[src/rtl/imem_loader_defs.sv]
// Shared definitions for the instruction-memory boot loader:
// FSM state encodings, default frame sync byte and frame field sizes.
package imem_loader_defs;

    // FSM state encodings
    localparam logic [2:0] ST_IDLE   = 3'd0;
    localparam logic [2:0] ST_LEN_LO = 3'd1;
    localparam logic [2:0] ST_LEN_HI = 3'd2;
    localparam logic [2:0] ST_DATA   = 3'd3;
    localparam logic [2:0] ST_CHECK  = 3'd4;
    localparam logic [2:0] ST_DONE   = 3'd5;
    localparam logic [2:0] ST_ERROR  = 3'd6;

    // Frame layout
    localparam logic [7:0] SYNC_BYTE      = 8'hA5;
    localparam int         LEN_BYTES      = 2;
    localparam int         BYTES_PER_WORD = 4;

    // A frame is in progress in every state between the sync byte and the checksum
    function automatic logic st_busy(input logic [2:0] s);
        return (s == ST_LEN_LO) || (s == ST_LEN_HI) || (s == ST_DATA) || (s == ST_CHECK);
    endfunction

endpackage

[src/rtl/imem_loader_word_packer.sv]
// Little-endian byte-to-word packer. The first three bytes of a word are
// held in a register. The fourth byte is merged combinationally so that the
// full word is available in the same cycle as word_ready_o.
module word_packer (
    input  logic        clk,
    input  logic        reset,
    input  logic        clear_i,
    input  logic        byte_valid_i,
    input  logic [7:0]  byte_i,
    output logic [1:0]  idx_o,
    output logic [31:0] word_o,
    output logic        word_ready_o
);

    logic [1:0]  idx_q;
    logic [23:0] word_q;

    // Byte lane capture and byte index; clear restarts at lane 0
    always_ff @(posedge clk) begin
        if (reset || clear_i) begin
            idx_q  <= 2'd0;
            word_q <= 24'd0;
        end else if (byte_valid_i) begin
            case (idx_q)
                2'd0:    word_q[7:0]   <= byte_i;
                2'd1:    word_q[15:8]  <= byte_i;
                2'd2:    word_q[23:16] <= byte_i;
                default: ;
            endcase
            idx_q <= idx_q + 2'd1;
        end
    end

    assign idx_o        = idx_q;
    assign word_o       = {byte_i, word_q};
    assign word_ready_o = byte_valid_i && (idx_q == 2'd3);

endmodule

[src/rtl/imem_loader.sv]
// Boot-time imem writer: parses SYNC/LEN/DATA/CHECKSUM frames from the UART,
// writes packed words into imem and holds the CPU in reset until a frame has
// been written and its checksum verified.
module imem_loader
    import imem_loader_defs::*;
#(
    parameter int         DEPTH   = 256,
    parameter logic [7:0] SYNC    = SYNC_BYTE,
    parameter int         TIMEOUT = 1_000_000
) (
    input  logic        clk,
    input  logic        reset,
    input  logic [7:0]  rx_data,
    input  logic        rx_valid,
    output logic        write,
    output logic [31:0] addr_in,
    output logic [31:0] data,
    output logic        cpu_reset,
    output logic        busy,
    output logic        done,
    output logic        error
);

    localparam int          AW      = $clog2(DEPTH);
    localparam int          TW      = $clog2(TIMEOUT + 1);
    localparam logic [16:0] DEPTH_W = 17'(DEPTH);

    logic [2:0]    state_q, state_d;
    logic [15:0]   len_q, len_d;
    logic [15:0]   widx_q, widx_d;
    logic [7:0]    csum_q, csum_d;
    logic [TW-1:0] tmo_q, tmo_d;
    logic          write_q, write_d;
    logic [31:0]   addr_q, addr_d;
    logic [31:0]   data_q, data_d;
    logic          cpu_reset_q, busy_q, done_q, error_q;

    logic          pk_clear, pk_valid, pk_ready;
    logic [1:0]    pk_idx;
    logic [31:0]   pk_word;
    logic [15:0]   n_words;

    assign pk_valid = rx_valid && (state_q == ST_DATA);

    word_packer u_packer (
        .clk          (clk),
        .reset        (reset),
        .clear_i      (pk_clear),
        .byte_valid_i (pk_valid),
        .byte_i       (rx_data),
        .idx_o        (pk_idx),
        .word_o       (pk_word),
        .word_ready_o (pk_ready)
    );

    // Frame FSM, counters, checksum and idle timeout
    always_comb begin
        state_d  = state_q;
        len_d    = len_q;
        widx_d   = widx_q;
        csum_d   = csum_q;
        addr_d   = addr_q;
        data_d   = data_q;
        write_d  = 1'b0;
        pk_clear = 1'b0;
        n_words  = {rx_data, len_q[7:0]};

        // Idle counter only runs while a frame is open; any byte restarts it
        if (!st_busy(state_q) || rx_valid) tmo_d = '0;
        else                              tmo_d = tmo_q + 1'b1;

        case (state_q)
            ST_IDLE, ST_DONE, ST_ERROR: begin
                if (rx_valid && (rx_data == SYNC)) state_d = ST_LEN_LO;
            end
            ST_LEN_LO: begin
                if (rx_valid) begin
                    len_d[7:0] = rx_data;
                    state_d    = ST_LEN_HI;
                end
            end
            ST_LEN_HI: begin
                if (rx_valid) begin
                    len_d    = n_words;
                    widx_d   = 16'd0;
                    csum_d   = 8'd0;
                    pk_clear = 1'b1;
                    if ({1'b0, n_words} > DEPTH_W) state_d = ST_ERROR;
                    else if (n_words == 16'd0)     state_d = ST_CHECK;
                    else                           state_d = ST_DATA;
                end
            end
            ST_DATA: begin
                if (rx_valid) begin
                    csum_d = csum_q ^ rx_data;
                    if (pk_ready) begin
                        write_d             = 1'b1;
                        addr_d              = 32'd0;
                        addr_d[AW+1:0]      = {widx_q[AW-1:0], 2'b00};
                        data_d              = pk_word;
                        widx_d              = widx_q + 16'd1;
                    end
                    // Last byte of the last word closes the data section
                    if ((pk_idx == 2'd3) && (widx_q == len_q - 16'd1)) state_d = ST_CHECK;
                end
            end
            ST_CHECK: begin
                if (rx_valid) state_d = (rx_data == csum_q) ? ST_DONE : ST_ERROR;
            end
            default: state_d = ST_IDLE;
        endcase

        if (st_busy(state_q) && !rx_valid && (tmo_d == TW'(TIMEOUT))) state_d = ST_ERROR;
    end

    // State and datapath registers; outputs are registered from next state
    always_ff @(posedge clk) begin
        if (reset) begin
            state_q     <= ST_IDLE;
            len_q       <= 16'd0;
            widx_q      <= 16'd0;
            csum_q      <= 8'd0;
            tmo_q       <= '0;
            write_q     <= 1'b0;
            addr_q      <= 32'd0;
            data_q      <= 32'd0;
            cpu_reset_q <= 1'b1;
            busy_q      <= 1'b0;
            done_q      <= 1'b0;
            error_q     <= 1'b0;
        end else begin
            state_q     <= state_d;
            len_q       <= len_d;
            widx_q      <= widx_d;
            csum_q      <= csum_d;
            tmo_q       <= tmo_d;
            write_q     <= write_d;
            addr_q      <= addr_d;
            data_q      <= data_d;
            cpu_reset_q <= (state_d != ST_DONE);
            busy_q      <= st_busy(state_d);
            done_q      <= (state_d == ST_DONE);
            error_q     <= (state_d == ST_ERROR);
        end
    end

    assign write     = write_q;
    assign addr_in   = addr_q;
    assign data      = data_q;
    assign cpu_reset = cpu_reset_q;
    assign busy      = busy_q;
    assign done      = done_q;
    assign error     = error_q;

endmodule

[config.mk]
export PLATFORM = sky130hd
export DESIGN_NAME = imem_loader
export DESIGN_NICKNAME = d
export VERILOG_FILES = /design/src/rtl/imem_loader_defs.sv /design/src/rtl/imem_loader_word_packer.sv /design/src/rtl/imem_loader.sv
export SDC_FILE = /design/constraint.sdc
export NUM_CORES = 1
export LEC_CHECK = 0
export BUFFER_PORTS_ARGS = -buffer_cell sky130_fd_sc_hd__buf_2
export CORE_ASPECT_RATIO = 1.5
export CORE_MARGIN = 4
export CORE_UTILIZATION = 45
export CTS_BUF_LIST = sky130_fd_sc_hd__clkbuf_8
export DETAILED_ROUTE_END_ITERATION = 7
export PLACE_DENSITY = 0.69
export SLEW_MARGIN = 25
export SYNTH_ARGS = -nofsm -noshare
export SYNTH_HDL_FRONTEND = slang
export SYNTH_SLANG_ARGS = --single-unit
[constraint.sdc]
create_clock -name clk -period 3.78 [get_ports clk]
set_input_delay 0.378 -clock clk [delete_from_list [all_inputs] [get_ports clk]]
set_output_delay 0.378 -clock clk [all_outputs]
set_load 0.02 [all_outputs]
==> impl_metrics.csv <==
group,metric,value,unit
run_status,status,"finished, final reports clean",
layout,finalNetCount,871,
timing,fmax,0.332,GHz
place,dpl_cell_area,6750,µm²
die,die_w,106,µm
worst_hold_path,hp-start,"rx_data[3]",
logic_synthesis,ys_types,64,
cts,cts.sinks,134,
cts,cts_tree,"built",
die,row_count,53,
timing,setup_slack,0.768,ns
setup_path,crit_type,"reg2reg",
logic_synthesis,synth_cells,835,
setup_path,required,4.09,ns
routing,drc,0,
global_route,track_usage,0.190,
timing,slew-limit-headroom,0.404,
global_route,antenna_found_initial,3,
logic_synthesis,yosys_warnings,0,
cts,clk-insertion-delay-late,0.44,ns
routing,via_count,5589,
layout,final_layout_size_suffix_gt1_frac,0.127,
global_route,grt_pass1_vias,5230,
logic_synthesis,synth_edf_count,0,
timing,fin_crit,3.01,ns
setup_path,r2r_slack,0.77,ns
logic_synthesis,synth_top_area_share,0.412,
cts,cts_max_level,4,
setup_path,arrival,3.32,ns
logic_synthesis,ys_top_cells_by_count,"nand2_1, dfxtp_1, a21oi_1, nor2_1, clkbuf_1",
cts,numCtsBuffers,17,
logic_synthesis,synth.most_common_cell,"nand2_1",
worst_hold_path,worstHoldPathType,"in2reg",
layout,stdcell_count,1060,
place,dp.cells,1026,
layout,syn_to_final_growth,9.88,%
logic_synthesis,yosys.area.top_type,"dfxtp_1",
timing,post-route-period-util,0.797,
timing,finClkSkew,0.0151,ns
logic_synthesis,synth-seq-area-share,0.412,
cts,postCtsSetupRepairBufs,0,
logic_synthesis,syn_area_per_cell,7.80,µm²
die,start_util,0.461,
pwr,finalPower,0.00270,W
die,die_height,155,µm
setup_path,cp_max_fo,10,
setup_path,reg2regPathDepth,10,
routing,firstDrtPassIters,4,
setup_path,worst_setup_path_end_kind,"flip-flop",
routing,ant_nets,0,
global_route,grt_pass1_wl,25400,µm
die,io-pin-count,80,
pwr,max-vdd-ir-drop,232,µV
die,floorplan.die_area,16500,µm²
timing,max_slew.worst_pin.slew,0.894,ns
job,maxCapViolations,0,
routing,drt_wl_total,15400,µm
routing,drt-wirelength-per-cell,14.5,µm
cts,holdBufCountCts,0,
worst_hold_path,holdPathStages,3,
place,dpl_worst_slack,0.831,ns
die,core,14100,µm²
timing,hold_viol,0,
place,hpwl,10600,µm
logic_synthesis,synth-seq-cells,134,
routing,via_per_inst,5.27,
pwr,powerDensity,377,nW/µm²
place,place_congestion,0.916,
pwr,p_leak,2.61,nW
timing,rsz0062_at_grt,"false",
logic_synthesis,ys_top_cells_by_area,"dfxtp_1, nand2_1, a21oi_1",
global_route,grt_max_degree,46,
setup_path,critPathLaunchType,"flip-flop",
logic_synthesis,async_reset_ff_frac,0,
timing,drv_slew,0,
layout,fin_area,7150,µm²
logic_synthesis,syn_area,6510,µm²
routing,first_iter_violations,274,
setup_path,r2r_end,"state_q[0]",
place,portBuffers,55,
cts,cts_buffer_depth,2,
worst_hold_path,hold_path_end,"data[27]",
timing,totalNegativeSetupSlack,0,ns
cts,cts_resized,0,
cts,path_clk_slew,0.08,ns
cts,cts_root_buf,"clkbuf_8",
global_route,grt_overflow_total,0,
setup_path,r2r-start,"len_q[0]",
timing,setup_viol_count_final,0,
logic_synthesis,ys.flop_type,"dfxtp_1",
[through the flow]
| step | utilization | hold slack (ns) |
|---|---|---|
| after floorplan | - | 0.432 |
| after global placement | 0.478 | 0.440 |
| after detailed placement | 0.478 | 0.443 |
| after CTS | 0.506 | 0.255 |
| after global routing | 0.507 | 0.270 |
| final | 0.507 | 0.280 |
[final cells by class]
class / count / area [µm²]
flip-flops and latches: 134 / 2680
fillers: 1409 / 6970
diodes: 3 / 7.51
multi-input cells: 617 / 3410
clock buffers: 18 / 248
repair buffers: 63 / 348
inverters: 20 / 75.1
clock inverters: 13 / 148
well taps: 192 / 240
[worst max-delay path by stage]
stage,start,endpoint,cells past startpoint
after floorplan,len_q[0],busy,13
after global placement,rx_data[4],busy,8
after detailed placement,len_q[0],busy,10
after CTS,len_q[0],state_q[0],10
after global routing,len_q[0],state_q[0],10
final,len_q[0],state_q[0],10
[critical path, cell delays in order (launching register included)]
cell	delay (ns)
dfxtp_1	0.38
inv_1	0.08
ha_1	0.35
or3b_2	0.56
o41ai_1	0.40
o32ai_1	0.13
o21a_1	0.20
nor4b_1	0.36
a21o_1	0.22
nor2b_1	0.15
nor3_1	0.05
[placed cells by master, fill, tap and decap left out, drive strengths merged, types with 5 or more instances in the layout]
cell type,n
nor4,13
nand4,17
nand2,153
a31oi,7
xnor2,23
dfxtp,134
and3,9
or3,7
nor2b,11
inv,26
buf,63
or4,6
nor2,72
a21oi,91
conb,24
nor3,18
nand3,42
clkbuf,18
ha,7
nand2b,8
o21ai,14
xor2,29
clkinvlp,5
mux2i,14
[sequential cells by signal, summed over array words and instances, names as in the netlist, 2 cells and up]
signal,cells
data,32
u_packer.word_q,24
tmo_q,20
len_q,16
widx_q,16
addr_in,8
csum_q,8
state_q,3
u_packer.idx_o,2
[power breakdown]
group,total (W),internal [W],switching [W]
clock network,0.00120,0.000609,0.000594
logic,0.0000818,0.0000131,0.0000688
registers,0.00141,0.00141,0.000000488
total,0.00270,0.00203,0.000663
[kinds of logic (layout without fill, tap and decap cells)]
logic type / count (synthesis) / after routing / synth area share
other: 1 / 27 / 0.000576
AND/OR/NAND/NOR: 378 / 378 / 0.278
flip-flops: 134 / 134 / 0.412
buffers and inverters: 107 / 114 / 0.0790
adder cells (fa/ha/maj): 8 / 8 / 0.0150
AO/OA/AOI/OAI: 140 / 140 / 0.122
multiplexers: 15 / 15 / 0.0233
XOR/XNOR: 52 / 52 / 0.0699
[per-layer routing]
layer  vias to the layer above  GRT usage  part of all wire
met1                      2628      0.226              0.43
met2                       114      0.329              0.51
met5                         -          0                 0
met4                         0     0.0914             0.026
met3                        32     0.0357             0.036
li1                       2815          -                 -
No activity file was read; power rests on OpenSTA's default activity.
